**src/rtl/alu_issue_ctrl.sv**
```systemverilog
// -----------------------------------------------------------------------------
// alu_issue_ctrl
//
// Front-end sequencer for the ALU datapath. It accepts one instruction per
// INSTR_VALID/INSTR_READY handshake and decodes it into a unit select (SEL)
// and a function code (FUNC). It drives registered operands to the units and
// waits the selected unit's latency. It then captures the unit result and the
// C/N/V/Z flags from the output mux into RESULT/FLAGS and pulses RES_VALID.
// A multi-bit shift runs as repeated single-bit passes through the shift
// unit. Each pass result is fed back onto UNIT_A as the next operand.
//
// Parameters
//   SHIFT_LAT  cycles per single-bit shift pass (>=1)
//   ARITH_LAT  cycles of the arithmetic unit    (>=1)
//   LOG_LAT    cycles of the logic unit         (>=1)
//
// Ports
//   CLK, RST_N       clock (rising edge), asynchronous active-low reset
//   INSTR_VALID/READY instruction handshake; READY only in IDLE out of reset
//   OPCODE[3:2]      unit: 00 shift, 01 arith, 10 logic, 11 reserved
//   OPCODE[1:0]      function code forwarded to the unit
//   OPA, OPB         operands; OPB[2:0] is the shift count for shifts
//   UNIT_A/B, FUNC, SEL  registered drive to the units and the output mux
//   CIout, C/N/V/Z   selected unit result and flags from the output mux
//   RESULT, FLAGS    captured result and flags {Z,V,N,C}
//   RES_VALID, ERR   one-cycle completion pulse, reserved-opcode error
//   BUSY             controller is not in IDLE
// -----------------------------------------------------------------------------
module alu_issue_ctrl #(
    parameter int SHIFT_LAT = 1,
    parameter int ARITH_LAT = 1,
    parameter int LOG_LAT   = 1
) (
    input  logic       CLK,
    input  logic       RST_N,
    input  logic       INSTR_VALID,
    output logic       INSTR_READY,
    input  logic [3:0] OPCODE,
    input  logic [7:0] OPA,
    input  logic [7:0] OPB,
    output logic [7:0] UNIT_A,
    output logic [7:0] UNIT_B,
    output logic [1:0] FUNC,
    output logic [1:0] SEL,
    input  logic [7:0] CIout,
    input  logic       C,
    input  logic       N,
    input  logic       V,
    input  logic       Z,
    output logic [7:0] RESULT,
    output logic [3:0] FLAGS,
    output logic       RES_VALID,
    output logic       ERR,
    output logic       BUSY
);

    // Controller states
    localparam logic [1:0] ST_IDLE = 2'd0;
    localparam logic [1:0] ST_EXEC = 2'd1;
    localparam logic [1:0] ST_DONE = 2'd2;

    // Unit select encodings (OPCODE[3:2])
    localparam logic [1:0] UNIT_SHIFT = 2'b00;
    localparam logic [1:0] UNIT_ARITH = 2'b01;
    localparam logic [1:0] UNIT_LOGIC = 2'b10;

    // The latency counter is sized for the largest unit latency
    localparam int MAX_LAT = (SHIFT_LAT > ARITH_LAT)
                           ? ((SHIFT_LAT > LOG_LAT) ? SHIFT_LAT : LOG_LAT)
                           : ((ARITH_LAT > LOG_LAT) ? ARITH_LAT : LOG_LAT);
    localparam int LAT_W   = $clog2(MAX_LAT + 1);

    localparam logic [LAT_W-1:0] SHIFT_LAT_C = LAT_W'(SHIFT_LAT);
    localparam logic [LAT_W-1:0] ARITH_LAT_C = LAT_W'(ARITH_LAT);
    localparam logic [LAT_W-1:0] LOG_LAT_C   = LAT_W'(LOG_LAT);
    localparam logic [LAT_W-1:0] LAT_ONE     = LAT_W'(1);
    localparam logic [LAT_W-1:0] LAT_ZERO    = LAT_W'(0);

    // Flags for a zero-count shift: the operand passes straight through
    function automatic logic [3:0] pass_flags(input logic [7:0] value);
        pass_flags = {(value == 8'h00), 1'b0, value[7], 1'b0};
    endfunction

    // State and datapath registers
    logic [1:0]       state_q,     state_d;
    logic [7:0]       unit_a_q,    unit_a_d;
    logic [7:0]       unit_b_q,    unit_b_d;
    logic [1:0]       func_q,      func_d;
    logic [1:0]       sel_q,       sel_d;
    logic [7:0]       result_q,    result_d;
    logic [3:0]       flags_q,     flags_d;
    logic             res_valid_q, res_valid_d;
    logic             err_q,       err_d;
    logic [LAT_W-1:0] lat_cnt_q,   lat_cnt_d;
    logic [2:0]       shift_cnt_q, shift_cnt_d;

    logic             accept_s;
    logic [1:0]       op_unit_s;
    logic [2:0]       op_count_s;
    logic             sample_s;
    logic             more_passes_s;

    // READY is a decode of the state register, gated so it is low during reset
    assign INSTR_READY = RST_N && (state_q == ST_IDLE);
    assign BUSY        = (state_q != ST_IDLE);

    assign UNIT_A    = unit_a_q;
    assign UNIT_B    = unit_b_q;
    assign FUNC      = func_q;
    assign SEL       = sel_q;
    assign RESULT    = result_q;
    assign FLAGS     = flags_q;
    assign RES_VALID = res_valid_q;
    assign ERR       = err_q;

    assign accept_s      = INSTR_VALID && INSTR_READY;
    assign op_unit_s     = OPCODE[3:2];
    assign op_count_s    = OPB[2:0];
    // A zero count cannot occur in EXEC; treating <=1 as "sample now" keeps
    // the counter from wrapping if it ever did.
    assign sample_s      = (lat_cnt_q <= LAT_ONE);
    assign more_passes_s = (sel_q == UNIT_SHIFT) && (shift_cnt_q > 3'd1);

    // Next-state, operand, latency and capture logic
    always_comb begin
        state_d     = state_q;
        unit_a_d    = unit_a_q;
        unit_b_d    = unit_b_q;
        func_d      = func_q;
        sel_d       = sel_q;
        result_d    = result_q;
        flags_d     = flags_q;
        lat_cnt_d   = lat_cnt_q;
        shift_cnt_d = shift_cnt_q;
        res_valid_d = 1'b0;
        err_d       = 1'b0;

        case (state_q)
            ST_IDLE: begin
                if (accept_s) begin
                    unit_a_d = OPA;
                    unit_b_d = OPB;
                    func_d   = OPCODE[1:0];
                    sel_d    = op_unit_s;
                    case (op_unit_s)
                        UNIT_SHIFT: begin
                            lat_cnt_d   = SHIFT_LAT_C;
                            shift_cnt_d = op_count_s;
                            if (op_count_s == 3'd0) begin
                                // Nothing to shift: complete without the unit
                                result_d    = OPA;
                                flags_d     = pass_flags(OPA);
                                state_d     = ST_DONE;
                                res_valid_d = 1'b1;
                            end else begin
                                state_d = ST_EXEC;
                            end
                        end
                        UNIT_ARITH: begin
                            lat_cnt_d   = ARITH_LAT_C;
                            shift_cnt_d = 3'd0;
                            state_d     = ST_EXEC;
                        end
                        UNIT_LOGIC: begin
                            lat_cnt_d   = LOG_LAT_C;
                            shift_cnt_d = 3'd0;
                            state_d     = ST_EXEC;
                        end
                        default: begin
                            // Reserved unit: flag the error, keep RESULT/FLAGS
                            lat_cnt_d   = LAT_ZERO;
                            shift_cnt_d = 3'd0;
                            state_d     = ST_DONE;
                            res_valid_d = 1'b1;
                            err_d       = 1'b1;
                        end
                    endcase
                end else begin
                    state_d = ST_IDLE;
                end
            end

            ST_EXEC: begin
                if (sample_s) begin
                    if (more_passes_s) begin
                        // Feed this pass back as the operand of the next pass
                        unit_a_d    = CIout;
                        shift_cnt_d = shift_cnt_q - 3'd1;
                        lat_cnt_d   = SHIFT_LAT_C;
                        state_d     = ST_EXEC;
                    end else begin
                        result_d    = CIout;
                        flags_d     = {Z, V, N, C};
                        lat_cnt_d   = LAT_ZERO;
                        shift_cnt_d = 3'd0;
                        state_d     = ST_DONE;
                        res_valid_d = 1'b1;
                    end
                end else begin
                    lat_cnt_d = lat_cnt_q - LAT_ONE;
                    state_d   = ST_EXEC;
                end
            end

            ST_DONE: begin
                state_d = ST_IDLE;
            end

            default: begin
                state_d = ST_IDLE;
            end
        endcase
    end

    // Register update with asynchronous clear
    always_ff @(posedge CLK or negedge RST_N) begin
        if (!RST_N) begin
            state_q     <= ST_IDLE;
            unit_a_q    <= 8'h00;
            unit_b_q    <= 8'h00;
            func_q      <= 2'b00;
            sel_q       <= 2'b00;
            result_q    <= 8'h00;
            flags_q     <= 4'h0;
            res_valid_q <= 1'b0;
            err_q       <= 1'b0;
            lat_cnt_q   <= LAT_ZERO;
            shift_cnt_q <= 3'd0;
        end else begin
            state_q     <= state_d;
            unit_a_q    <= unit_a_d;
            unit_b_q    <= unit_b_d;
            func_q      <= func_d;
            sel_q       <= sel_d;
            result_q    <= result_d;
            flags_q     <= flags_d;
            res_valid_q <= res_valid_d;
            err_q       <= err_d;
            lat_cnt_q   <= lat_cnt_d;
            shift_cnt_q <= shift_cnt_d;
        end
    end

endmodule

```
**config.mk**
```make
export PLATFORM = sky130hd
export DESIGN_NAME = alu_issue_ctrl
export DESIGN_NICKNAME = d
export VERILOG_FILES = /design/src/rtl/alu_issue_ctrl.sv
export SDC_FILE = /design/constraint.sdc
export NUM_CORES = 1
export LEC_CHECK = 0
export ABC_AREA = 1
export CAP_MARGIN = 20
export CORE_MARGIN = 5
export CORE_UTILIZATION = 55
export DETAILED_ROUTE_END_ITERATION = 12
export DONT_BUFFER_PORTS = 1
export GPL_ROUTABILITY_DRIVEN = 0
export PLACE_DENSITY = 0.79
export SETUP_SLACK_MARGIN = 0.02
export SYNTH_ARGS = -nofsm -noshare
export SYNTH_HDL_FRONTEND = slang
export SYNTH_SLANG_ARGS = --single-unit
```
**constraint.sdc**
```tcl
create_clock -name CLK -period 1.3 [get_ports CLK]
set_input_delay 0.13 -clock CLK [delete_from_list [all_inputs] [get_ports CLK]]
set_output_delay 0.13 -clock CLK [all_outputs]
set_load 0.02 [all_outputs]
```
==> results.cfg <==
[drt]
wire_per_inst_um = 19.8
drt_wl_total_mm = 6.81
drc = 0
avgViaCountPerCell = 5.56
drt_pre_antenna_iters = 5
drt-initial-drc-count = 124
via_count = 1911
ant_nets = 0

[die]
die_w_um = 69.2
die_h_um = 69.2
io_pins = 71
core.rowCount = 21
dieArea_um2 = 4780
start_util = 0.572
coreArea_um2 = 3360

[power_and_ir_drop]
power_density_nw_per_um2 = 2120
max-vdd-ir-drop_v = 0.00149
leakage_nw = 1.42

[timing]
slew_violations = 0
skew_ps = 11.0
layout_setup_ws_ps = -127
fmax_ghz = 0.701
min_period_ps = 1430
rsz0062_at_grt = true
tns_ps = -2880
hold_viol_final = 0
finalCritPeriodShare = 1.10
setup_violations = 39
slew_headroom = 0.566
worst_slew_pin_slew_ps = 647

[grt]
busiest_layer = met2
grt_usage = 0.246
grt_pass1_wl_mm = 9.32
antenna_found_initial = 1
met2_usage = 0.419
met3_usage = 0.0901
grtUsageMet1 = 0.278
grt_pass1_vias = 1903
grt_max_degree = 39
gr-total-overflow = 0

[clock_tree]
clock-sinks = 38
cts_tree = done
clk_path_buf_depth = 2
clk_transition_reported_paths_ps = 120
cts.htree.levels = 2
clk_latency_ps = 360
cts-root-buf = clkbuf_4
numCtsBuffers = 5

[logic_synthesis]
yosysUniqueCellTypes = 23
syn-num-nets = 285
syn_inst = 245
yosysSeqAreaShare = 0.494
syn_area_per_cell_um2 = 7.85
synth_area_um2 = 1920
yosys_register_bits = 38
yosysWarningCount = 0

[worst_hold_path]
hp-class = in2reg

[worst_setup_path]
crit_required_ps = 1550
critical_path.startpoint_type = flip-flop
worstSetupPathType = reg2reg
cp_max_fo = 8
crit_arrival_ps = 1680
crit_path_end_kind = flip-flop

[placement]
dpl.hpwl_mm = 3.49
io_buffer_count = 0

[status]
outcome = complete, but fails checks
violations = setup timing

[final_layout]
area_growth_pct = 52.4
most-common-layout-cells = 82 x nand2_1, 36 x dfrtp_1, 20 x nand3_2
diodes = 0
final_nets = 337
drive_above_1_share = 0.409
final_common_cell = nand2_1
post-route-util = 0.872

[job]
maxCapViolCount = 0
-- synth_stat cells --
library cell	count	share of area
nand2_1	102	0.20
dfrtp_1	38	0.49
nand3_1	23	0.060
nor2_1	22	0.043
inv_1	17	0.033
ha_1	5	0.033
nand2_2	5	0.016
o21ai_0	5	0.013
buf_2	3	0.0078
buf_6	3	0.018
inv_2	3	0.0059
nor3_1	3	0.0078
a21oi_1	2	0.0052
buf_4	2	0.0078
nor2_2	2	0.0065
nor2_4	2	0.012
o21ai_2	2	0.0091
a21oi_2	1	0.0046
inv_4	1	0.0033
nand2_4	1	0.0059
nand4_1	1	0.0033
o21ai_4	1	0.0085
xor2_1	1	0.0046
-- worst paths after layout --
kind                                                  from               endpoint  slack [ps]  depth (start not counted)
min in group asynchronous                            RST_N  UNIT_B[3]$_DFFE_PN0P_         220                          2
max in group asynchronous                            RST_N    RES_VALID$_DFF_PN0_         870                          2
worst max register to register  shift_cnt_q[0]$_DFFE_PN0P_  UNIT_A[3]$_DFFE_PN0P_        -130                          8
worst max-delay path            shift_cnt_q[0]$_DFFE_PN0P_  UNIT_A[3]$_DFFE_PN0P_        -130                          8
worst min register to register       UNIT_A[4]$_DFFE_PN0P_  UNIT_A[4]$_DFFE_PN0P_         640                          2
worst min-delay path                                     N   FLAGS[1]$_DFFE_PN0P_          10                          4
-- where the power goes --
part	leakage [nW]	internal, W	switching, W
combinational	0.913	0.00127	0.00161
clock	0.0353	0.000262	0.000421
sequential	0.476	0.00168	0.000991
total	1.42	0.00321	0.00302
-- through the flow --
step           setup WS (ps)  cells  hold slack [ps]  total power, W  area (um2)
6_report                -127    344             14.8         0.00623        2930
5_1_grt                 -172    344             39.9         0.00654        2930
4_1_cts                -91.8    336             4.33         0.00536        2550
3_5_place_dp            -155    299             -165         0.00422        2100
3_3_place_gp           -49.9    299             -165         0.00413        2100
2_1_floorplan          -76.0    245             -166         0.00368        1940
-- state kept, by name (all words and copies together) (netlist names) --
register,count
ERR,1
FUNC,2
RES_VALID,1
shift_cnt_q,3
UNIT_A,8
FLAGS,4
SEL,2
RESULT,8
UNIT_B,8
state_q,1
-- layout make-up --
class                      instances  area, um2
timing repair inverter             2       12.5
clock buffer                       7       55.1
tap                               46       57.6
inverter                          21        101
timing repair buffer              50        536
clock inverter                     1       5.00
fill                             158        430
multi-input combinational        179       1210
sequential                        38        953
-- worst max-delay path: stages (launching register included) --
cell     delay, ps
dfrtp_1        450
inv_1          190
nand2_2        110
nand3_4        100
nand2_4         90
buf_6          150
buf_12         140
nand3_2         50
nand2_1         50
-- kinds of logic after synthesis --
logic type	share of synthesized area
flip-flops	0.494
buffers and inverters	0.0754
AO/OA/AOI/OAI	0.0403
XOR/XNOR	0.00455
AND/OR/NAND/NOR	0.353
adder cells (fa/ha/maj)	0.0325
-- layer usage --
layer | up-vias | part of all wire
li1 | 862 | -
met4 | 2 | 0.034
met1 | 914 | 0.36
met3 | 25 | 0.075
met5 | - | 0.0019
met2 | 108 | 0.53
-- timing repair --
| item | CTS | global route |
|---|---|---|
| buffers inserted | 9 | 6 |
| gates cloned | 3 | 1 |
| gates resized for setup | 30 | 73 |
| hold buffers | 17 | 1 |
| pin swaps | 16 | 33 |
| endpoints found under the hold margin | 52 | 1 |
| setup endpoints to repair | 32 | 40 |
Note: power is estimated with default switching activity, not from simulation.
==> edit, RTL diff (same flow settings) <==
Change the parameter `SHIFT_LAT` from 1 to 2. Comments in the files are not updated.
--- a/src/rtl/alu_issue_ctrl.sv
+++ b/src/rtl/alu_issue_ctrl.sv
@@ -28,5 +28,5 @@
 // -----------------------------------------------------------------------------
 module alu_issue_ctrl #(
-    parameter int SHIFT_LAT = 1,
+    parameter int SHIFT_LAT = 2,
     parameter int ARITH_LAT = 1,
     parameter int LOG_LAT   = 1
Formal check against the unedited RTL: not equivalent (a bounded check fails within 4 cycles, from zero or initial values and one cycle with RST_N low).
==> edit against the unedited design <==
Routed wire length is 2.4% lower; global-route usage is 2.5 points lower; hold slack worse by 9.5 ps; the run still ends with setup timing left; die area is 4.1% higher; highest routed layer is now met4; design area is 4.0% lower; utilization is 9.1 points lower; largest cell class unchanged; worst setup slack worse by 24 ps; clock skew is 3.1 ps lower; total power is 32% higher; area after synthesis is 4.7% higher; non-clock buffer count is 7 lower; sequential cell count is 2 higher; largest power group unchanged.
==> edit: results (changes against the unedited design) <==
- Status: finished with violations
- Failing checks: setup timing
- Placed cell area: 0.00222 mm² (+5.8%)
- Distinct cells, synth: 25 (+8.7%)
- Postcts setup bufs: 1 (-8)
- Buffers outside the clock class: 43 (-14%)
- Fillcell total: 216 (+37%)
- CP Max Fanout: 7 (-1)
- Vias per cell: 5.94 (+6.9%)
- Worst-path clk slew: 80 ps (-40 ps)
- Clock buffer count in the final layout: 6 (-1)
- Fin Setup TNS: -2610 ps (+265 ps)
- Seq pwr share: 34.7% (-8.1 points)
- Final #Nets: 339 (+0.59%)
- Pre-CTS setup slack: -104 ps (+51.6 ps)
- Synth top cells by count: nand2_1, dfrtp_1, inv_1, nor2_1, nand3_1
- Internal power: 4.17 mW (+30%)
- Met1 GRT Util: 26.3% (-1.5 points)
- Routed length per instance: 19.1 µm (-3.5%)
- Ranking of synthesized cells by area: dfrtp_1, nand2_1, nand4_1, inv_1, nor2_1
- Peak supply drop: 0.00157 V (+4.8%)
- Post-CTS Resized: 28 (-6.7%)
- Final worst setup slack: -151 ps (-24.2 ps)
- Share of cells above drive strength 1: 31.0% (-9.9 points)
- Final setup fails: 36 (-7.7%)
- Sequential-to-total area share from yosys stat: 49.7% (+0.24 points)
- Leak: 1.42 nW (about the same)
- Seq/total area: 35.6% (+3.1 points)
- Grt met3 use: 7.10% (-1.9 points)
- M2 GR Usage: 37.5% (-4.4 points)
- Setup Skew: 7.94 ps (-3.05 ps)
- Post-CTS Hold Buffers: 9 (-8)
- Vias: 2066 (+8.1%)
- Num sequential: 40 (+5.3%)
- Dpl cells: 315 (+5.4%)
- DP Wirelength: 3.63 mm (+4.0%)
- GRT Total Usage: 22.1% (-2.5 points)
- Largest net degree at the start of global routing: 42 (+7.7%)
- Met2 wire length: 3.35 mm (-7.5%)
- Max-slew headroom: 77.4% (+21 points)
- Layout clock area frac: 3.82% (+1.8 points)
- Multi-input gates: 186 (+3.9%)
- Met3 Wirelength: 608 µm (+19%)
- Syn nets: 293 (+2.8%)
- CTS Root Cell: clkbuf_8
==> edit: final timing paths <==
kind | start | end | cells after the start
setup / recovery | RES_VALID | RESULT[1] | 6
hold / removal | INSTR_VALID | UNIT_B[1] | 2
setup reg to reg | RES_VALID | RESULT[1] | 6
hold reg to reg | lat_cnt_q[0] | lat_cnt_q[0] | 2
max in group asynchronous | RST_N | FLAGS[1] | 2
min in group asynchronous | RST_N | lat_cnt_q[1] | 2
==> edit: critical path, cell delays in order (launching register included) <==
cell	delay, ps
dfrtp_2	470
buf_12	150
nor2_8	140
nand4_4	190
buf_6	200
nand4_1	90
nand2_1	90
==> edit: cell families (layout without fill, tap and decap cells) <==
| group | count (synthesis) | after routing | share of synthesized area, % |
|---|---|---|---|
| DFF | 40 | 40 | 49.7 |
| and+or+nand+nor | 156 | 159 | 33.8 |
| xor gates and xnor gates | 1 | 1 | 0.435 |
| AOI/OAI and AO/OA | 21 | 21 | 5.83 |
| buffers and inverters | 30 | 74 | 7.14 |
| adders and majority gates | 5 | 5 | 3.10 |
